**src/rtl/uart_receiver.sv**
```systemverilog
// 16x-oversampled UART receiver with a single-byte receive buffer (RCREG).
// Status flags: RCIF (buffer full), FERR (framing error), OERR (sticky overrun).
module uart_receiver (
  input  logic        clk,
  input  logic        reset,
  input  logic        tick16,
  input  logic        RX,
  input  logic        SPEN,
  input  logic        CREN,
  input  logic        RD,
  output logic [31:0] RX_data,
  output logic        RCIF,
  output logic        FERR,
  output logic        OERR,
  output logic        busy,
  output logic [1:0]  state_dbg
);

  localparam logic [1:0] IDLE  = 2'd0;
  localparam logic [1:0] START = 2'd1;
  localparam logic [1:0] DATA  = 2'd2;
  localparam logic [1:0] STOP  = 2'd3;

  logic [1:0] state;
  logic [3:0] tick_cnt;
  logic [2:0] bit_idx;
  logic [7:0] shift_reg;
  logic [7:0] rcreg;
  logic       rx_meta;
  logic       rx_s;
  logic       stop_bit;
  logic       xfer_pend;
  logic       armed;
  logic       enable;
  logic       start_ok;

  always_ff @(posedge clk or posedge reset) begin
    if (reset) begin
      rx_meta <= 1'b1;
      rx_s    <= 1'b1;
    end else begin
      rx_meta <= RX;
      rx_s    <= rx_meta;
    end
  end

  // armed: the line has been seen high while idle, so a low level is a real
  // falling edge and not a stuck-low line or the tail of a broken frame.
  always_ff @(posedge clk or posedge reset) begin
    if (reset) armed <= 1'b0;
    else       armed <= (state == IDLE) && (armed || rx_s);
  end

  assign enable   = SPEN && CREN;
  assign start_ok = enable && !OERR && armed && !rx_s;

  always_ff @(posedge clk or posedge reset) begin
    if (reset) begin
      state     <= IDLE;
      tick_cnt  <= 4'd0;
      bit_idx   <= 3'd0;
      shift_reg <= 8'd0;
      stop_bit  <= 1'b0;
      xfer_pend <= 1'b0;
    end else begin
      xfer_pend <= 1'b0;
      if (!enable) begin
        state    <= IDLE;
        tick_cnt <= 4'd0;
        bit_idx  <= 3'd0;
      end else begin
        case (state)
          IDLE: begin
            if (start_ok) begin
              state    <= START;
              tick_cnt <= 4'd0;
            end
          end
          START: begin
            if (tick16) begin
              if (tick_cnt == 4'd7) begin
                tick_cnt <= 4'd0;
                bit_idx  <= 3'd0;
                state    <= rx_s ? IDLE : DATA;
              end else begin
                tick_cnt <= tick_cnt + 4'd1;
              end
            end
          end
          DATA: begin
            if (tick16) begin
              if (tick_cnt == 4'd15) begin
                tick_cnt  <= 4'd0;
                shift_reg <= {rx_s, shift_reg[7:1]};
                if (bit_idx == 3'd7) begin
                  bit_idx <= 3'd0;
                  state   <= STOP;
                end else begin
                  bit_idx <= bit_idx + 3'd1;
                end
              end else begin
                tick_cnt <= tick_cnt + 4'd1;
              end
            end
          end
          STOP: begin
            if (tick16) begin
              if (tick_cnt == 4'd15) begin
                tick_cnt  <= 4'd0;
                stop_bit  <= rx_s;
                xfer_pend <= 1'b1;
                state     <= IDLE;
              end else begin
                tick_cnt <= tick_cnt + 4'd1;
              end
            end
          end
          default: state <= IDLE;
        endcase
      end
    end
  end

  // Buffer handshake: RCIF is "valid", RD is the one-clk "taken" strobe.
  // A completed byte loads only if the buffer is empty or is read in that
  // same clk; otherwise it is dropped and OERR latches until CREN goes low.
  always_ff @(posedge clk or posedge reset) begin
    if (reset) begin
      rcreg <= 8'd0;
      RCIF  <= 1'b0;
      FERR  <= 1'b0;
      OERR  <= 1'b0;
    end else begin
      if (xfer_pend) begin
        if (!RCIF || RD) begin
          rcreg <= shift_reg;
          FERR  <= ~stop_bit;
          RCIF  <= 1'b1;
        end else begin
          OERR <= 1'b1;
        end
      end else if (RD) begin
        RCIF <= 1'b0;
      end
      if (!CREN) OERR <= 1'b0;
    end
  end

  assign RX_data   = {24'd0, rcreg};
  assign busy      = (state != IDLE);
  assign state_dbg = state;

endmodule

```
**config.mk**
```make
export PLATFORM = sky130hd
export DESIGN_NAME = uart_receiver
export DESIGN_NICKNAME = d
export VERILOG_FILES = /design/src/rtl/uart_receiver.sv
export SDC_FILE = /design/constraint.sdc
export NUM_CORES = 1
export LEC_CHECK = 0
export CAP_MARGIN = 20
export CORE_ASPECT_RATIO = 0.5
export CORE_MARGIN = 2
export CORE_UTILIZATION = 40
export CTS_BUF_LIST = sky130_fd_sc_hd__clkbuf_2
export DETAILED_ROUTE_END_ITERATION = 10
export PLACE_DENSITY = 0.68
export SETUP_SLACK_MARGIN = 0.3
export SLEW_MARGIN = 20
export SYNTH_ARGS = -nofsm -noshare
export SYNTH_HDL_FRONTEND = slang
export SYNTH_SLANG_ARGS = --single-unit
```
**constraint.sdc**
```tcl
create_clock -name clk -period 2.7 [get_ports clk]
set_input_delay 0.54 -clock clk [delete_from_list [all_inputs] [get_ports clk]]
set_output_delay 0.54 -clock clk [all_outputs]
set_load 0.03 [all_outputs]
```
Word level (Yosys, flattened, before mapping)

Cells that the tools add are included.

Bits in registers: 33
Logic and storage cells: 92
Input bits: 7

Reduce and logical (&&, ||, !) cells: 22
Muxes and demuxes: 35
Bitwise logic cells: 1
$add $sub $neg: 2
Equal/unequal tests: 19

Operator list:

| kind                                                                   | number |
|---|---|
| 3-bit != test (second input constant)                                  | 9 |
| 4-bit two-way mux                                                      | 6 |
| 2-bit two-way mux                                                      | 10 |
| 3-bit two-way mux                                                      | 6 |
| 4-bit one-hot mux with 3 select lines                                  | 1 |
| 1-bit two-way mux                                                      | 10 |
| 2-bit one-hot mux with 4 select lines                                  | 1 |
| 4-bit AND reduction                                                    | 2 |
| 8-bit AND reduction                                                    | 1 |
| 3-bit one-hot mux with 2 select lines                                  | 1 |
| 2-bit AND reduction                                                    | 3 |
| 1-bit logical AND                                                      | 5 |
| 5-bit AND reduction                                                    | 1 |
| 4-bit by 1-bit adder with 4-bit output (second input constant)         | 1 |
| 2-bit equality test (second input constant)                            | 2 |
| 4-bit by 3-bit equality test with 1-bit output (second input constant) | 1 |
| 4-bit equality test (second input constant)                            | 1 |
| 2-bit by 1-bit != test with 1-bit output (second input constant)       | 2 |
| 2-bit nonzero test                                                     | 2 |
| 3-bit by 1-bit adder with 3-bit output (second input constant)         | 1 |
| 3-bit equality test (second input constant)                            | 1 |
| 1-bit zero test                                                        | 3 |
| 3-bit by 1-bit != test with 1-bit output (second input constant)       | 1 |
| 3-bit AND reduction                                                    | 1 |
| other kinds (6)                                                        | 7 |

Longest topological paths before layout

Word-level depth: 7
Depth in mapped cells: 6

Worst setup path after synthesis

No wires, ideal clock.

Path type: register -> register
Start: reg state[1], in the netlist state_dbg[1]
End: reg tick_cnt[2]
Cell stages (with the launch flop): 7
Required time: 2,580 ps
Setup time: 120 ps
Path buffers: 1
Arrival: 1,513 ps
Period minus slack after synthesis: 1,634 ps
Setup slack: 1,066 ps
Cell sequence: dfrtp_1 buf_6 nor2_1 inv_1 o211a_1 o21ai_0 nand2_1

Word-level cells in the longest chain between the ends: 4

Ends and longest elaborated chain:

| element                                                                          | line | text |
|---|---|---|
| start, declared                                                                  | 24   | `logic [1:0] state;` |
| start signal, assigned                                                           | 84   | `state <= rx_s ? IDLE : DATA;` |
| 2-bit equality test                                                              | 72   | `case (state)` |
| 2-bit OR reduction (no line)                                                     | n/a  |  |
| 3-bit != test (no line) or 4-bit one-hot mux with 3 select lines (tied branches) | n/a  |  |
| 3-bit AND reduction (no line) or 4-bit two-way mux (tied branches)               | n/a  |  |
| end signal, assigned                                                             | 86   | `tick_cnt <= tick_cnt + 4'd1;` |
| end signal, assigned                                                             | 102  | `tick_cnt <= tick_cnt + 4'd1;` |
| end signal, assigned                                                             | 114  | `tick_cnt <= tick_cnt + 4'd1;` |
| end, declared                                                                    | 25   | `logic [3:0] tick_cnt;` |

Several ways; a longest one is shown, not always the timed one.
A chain may end at the register's enable or synchronous reset.

Worst setup path in the final report

Start: reg state[0], in the netlist state_dbg[0]
End: out state_dbg[0]

RTL lines:

| element       | line | text |
|---|---|---|
| end, declared | 16   | `output logic [1:0] state_dbg` |

No word-level cell between the ends.

==> flow_summary.toml <==
[route]
dr.first_iter.drc_count = 36
route.antenna.remaining_nets = 0
drt_pre_antenna_iters = 8
drt-wirelength-per-cell_um = 11.6
drt_drc_violations_left = 0
route.detailed.vias_per_inst = 4.68
vias = 1034
post_route_wl_um = 2560

[finish]
layout.cells.non_filler = 221
nNetsFinal = 176
final_common_cell = "sky130_fd_sc_hd__dfrtp_1"
area.growth.synth_to_final_pct = 13.8
most-common-layout-cells = "30 x sky130_fd_sc_hd__dfrtp_1, 24 x sky130_fd_sc_hd__conb_1, 19 x sky130_fd_sc_hd__clkdlybuf4s50_1, 11 x sky130_fd_sc_hd__nand2_1"
finalInstanceArea_um2 = 1860
diodes_inserted = 0
n_fill_cell = 362
fraction_of_layout_cells_with_a_size_suffix_above_1 = 0.156

[clocking]
post_cts_buffers = 0
worst_skew_pair.late_latency_ns = 0.36
total_number_of_clock_tree_sinks = 33
tritoncts = "yes"
ctsLongestPathBuffers = 2
cts_repair_resize_count = 1
tritoncts.num_buffers = 5
clk_pin_slew_worst_paths_ns = 0.16
post_cts_hold_buffer_count = 0
h_tree_level_count = 2
root_buffer_selected_by_cts = "sky130_fd_sc_hd__clkbuf_2"

[power_and_ir_drop]
power-per-cell-area_nw_per_um2 = 490
power.static_leakage_nw = 0.947
vdd_ir_drop_max_mv = 0.249

[yosys]
syn-cell-area_um2 = 1630
synth_warnings = 0
avgSynthCellArea_um2 = 11.5
synthCells = 142
synth_sequential_area_ratio = 0.508
synth_seq_cells = 33
synth.distinct_cells = 36

[worst_setup_path]
cp_max_fo = 9
cell_chain_of_the_critical_path = "clkdlybuf4s50_1"
timing.critical_path.from_type = "flop"
required_ns = 2.16
critical_path.endpoint_type = "output port"
timing.critical_path.slowest_cell_delay_ns = 0.72
cp.arrival_ns = 1.60
path_delay_family = "buffers and inverters"
critPathBufInv = 1
criticalPathCategory = "reg -> out"
crit_slowest_cell = "sky130_fd_sc_hd__clkdlybuf4s50_1"

[outcome]
run_status = "finished, final reports clean"

[die]
start_util = 0.418
core_area_um2 = 3900
dieHeight_um = 49.1
core.rowCount = 16
die_area_um2 = 4630
design.portCount = 45
dieWidth_um = 94.3

[placement]
place.port_buffers = 20
post-place-cells = 213
pre_cts_slack_ns = 0.422
post_dp_cell_area_um2 = 1790
dp_hpwl_um = 1800
gp_routability_congestion = 0.793

[global_route]
initial_antenna_violation_count = 0
grt_start_max_net_pins = 34
global_route.usage.total = 0.126
grt-ovfl-total = 0
grt_pass1_wl_um = 4480
grt_pass1_vias = 999

[timing]
min_period_ns = 2.14
drv_slew = 0
clock_skew_ns = 0.00213
finalCritPeriodShare = 0.792
setup_viol_count_final = 0
finalHoldViolCount = 0
rsz0062_at_grt = "no"
postLayoutSetupSlackWorst_ns = 0.562
fin_tns_setup_ns = 0
max_freq_ghz = 0.468

[worst_hold_path]
hold_path.class = "reg -> reg"

[flow_run]
drv_cap = 0
through the flow:
stage               power, mW  utilization  hold WS, ns
global route            0.946        0.475        0.368
finish                  0.910        0.475        0.373
detailed placement      0.597        0.458        0.354
global placement        0.596        0.458        0.346
floorplan               0.603            -        0.345
CTS                     0.921        0.475        0.374
synth_stat cells:
master	instances	area, um2
sky130_fd_sc_hd__a21oi_1	1	5.00
sky130_fd_sc_hd__a31oi_1	2	12.5
sky130_fd_sc_hd__and2_1	2	12.5
sky130_fd_sc_hd__and2b_4	1	10.0
sky130_fd_sc_hd__and3_4	1	11.3
sky130_fd_sc_hd__and3b_1	2	17.5
sky130_fd_sc_hd__and4_1	1	8.76
sky130_fd_sc_hd__buf_2	1	5.00
sky130_fd_sc_hd__buf_4	25	188
sky130_fd_sc_hd__buf_6	1	11.3
sky130_fd_sc_hd__conb_1	1	3.75
sky130_fd_sc_hd__dfrtp_1	31	776
sky130_fd_sc_hd__dfstp_2	2	52.6
sky130_fd_sc_hd__ha_1	3	37.5
sky130_fd_sc_hd__inv_1	4	15.0
sky130_fd_sc_hd__mux2_1	8	90.1
sky130_fd_sc_hd__mux2_2	9	101
sky130_fd_sc_hd__mux2i_1	2	20.0
sky130_fd_sc_hd__nand2_1	11	41.3
sky130_fd_sc_hd__nand2b_1	1	6.26
sky130_fd_sc_hd__nand3_1	3	15.0
sky130_fd_sc_hd__nand4_1	2	12.5
sky130_fd_sc_hd__nand4b_1	1	8.76
sky130_fd_sc_hd__nor2_1	9	33.8
sky130_fd_sc_hd__nor3_1	1	5.00
sky130_fd_sc_hd__nor3_2	1	10.0
sky130_fd_sc_hd__nor3b_2	1	12.5
sky130_fd_sc_hd__o211a_1	1	10.0
sky130_fd_sc_hd__o21a_1	2	15.0
sky130_fd_sc_hd__o21ai_0	6	30.0
sky130_fd_sc_hd__o21ai_1	1	5.00
sky130_fd_sc_hd__o21ai_2	1	8.76
sky130_fd_sc_hd__o221a_2	1	11.3
sky130_fd_sc_hd__or3b_1	1	8.76
sky130_fd_sc_hd__or4b_1	1	10.0
sky130_fd_sc_hd__xnor2_1	1	8.76
kinds of logic (layout without fill, tap and decap cells):
| family | Yosys count | after routing | synth area share |
|---|---|---|---|
| AND/OR/NAND/NOR | 39 | 39 | 0.137 |
| flip-flops | 33 | 33 | 0.508 |
| buffers and inverters | 31 | 33 | 0.134 |
| multiplexers | 19 | 19 | 0.130 |
| AO/OA/AOI/OAI | 15 | 15 | 0.0599 |
| adder cells (fa/ha/maj) | 3 | 3 | 0.0230 |
| other | 1 | 24 | 0.00230 |
| XOR/XNOR | 1 | 1 | 0.00537 |
layout make-up:
type | instances | area (um2) | area share
clock buffer | 6 | 30.0 | 0.0162
clock inverter | 2 | 33.8 | 0.0182
inverter | 4 | 15.0 | 0.00809
multi-input combinational | 101 | 669 | 0.361
sequential | 33 | 830 | 0.447
tap | 54 | 67.6 | 0.0364
timing repair buffer | 21 | 210 | 0.113
layer usage:
layer | routed length (um) | track usage | vias up | share of wire
met5 | 0 | 0 | - | 0
met4 | 51 | 0.0507 | 0 | 0.020
met3 | 190 | 0.0325 | 7 | 0.074
met2 | 1230 | 0.218 | 49 | 0.48
met1 | 1090 | 0.150 | 486 | 0.42
li1 | - | - | 492 | -
report_power, final:
group	total [mW]	switching (mW)	internal (mW)
sequential	0.504	0.00394	0.500
combinational	0.0845	0.0676	0.0168
clock	0.321	0.163	0.158
total	0.910	0.235	0.675
worst paths after layout:
| path | start | to | slack, ns | cells after the start |
|---|---|---|---|---|
| max in group asynchronous | reset | rx_s | 1.85 | 3 |
| worst min register to register | rx_meta | rx_s | 0.37 | 0 |
| worst max-delay path | state_dbg[0] | state_dbg[0] | 0.56 | 1 |
| worst min-delay path | rx_meta | rx_s | 0.37 | 0 |
| worst max register to register | tick_cnt[0] | shift_reg[1] | 0.93 | 4 |
| min in group asynchronous | reset | RCIF | 0.53 | 3 |
(Power assumes the default switching activity.)
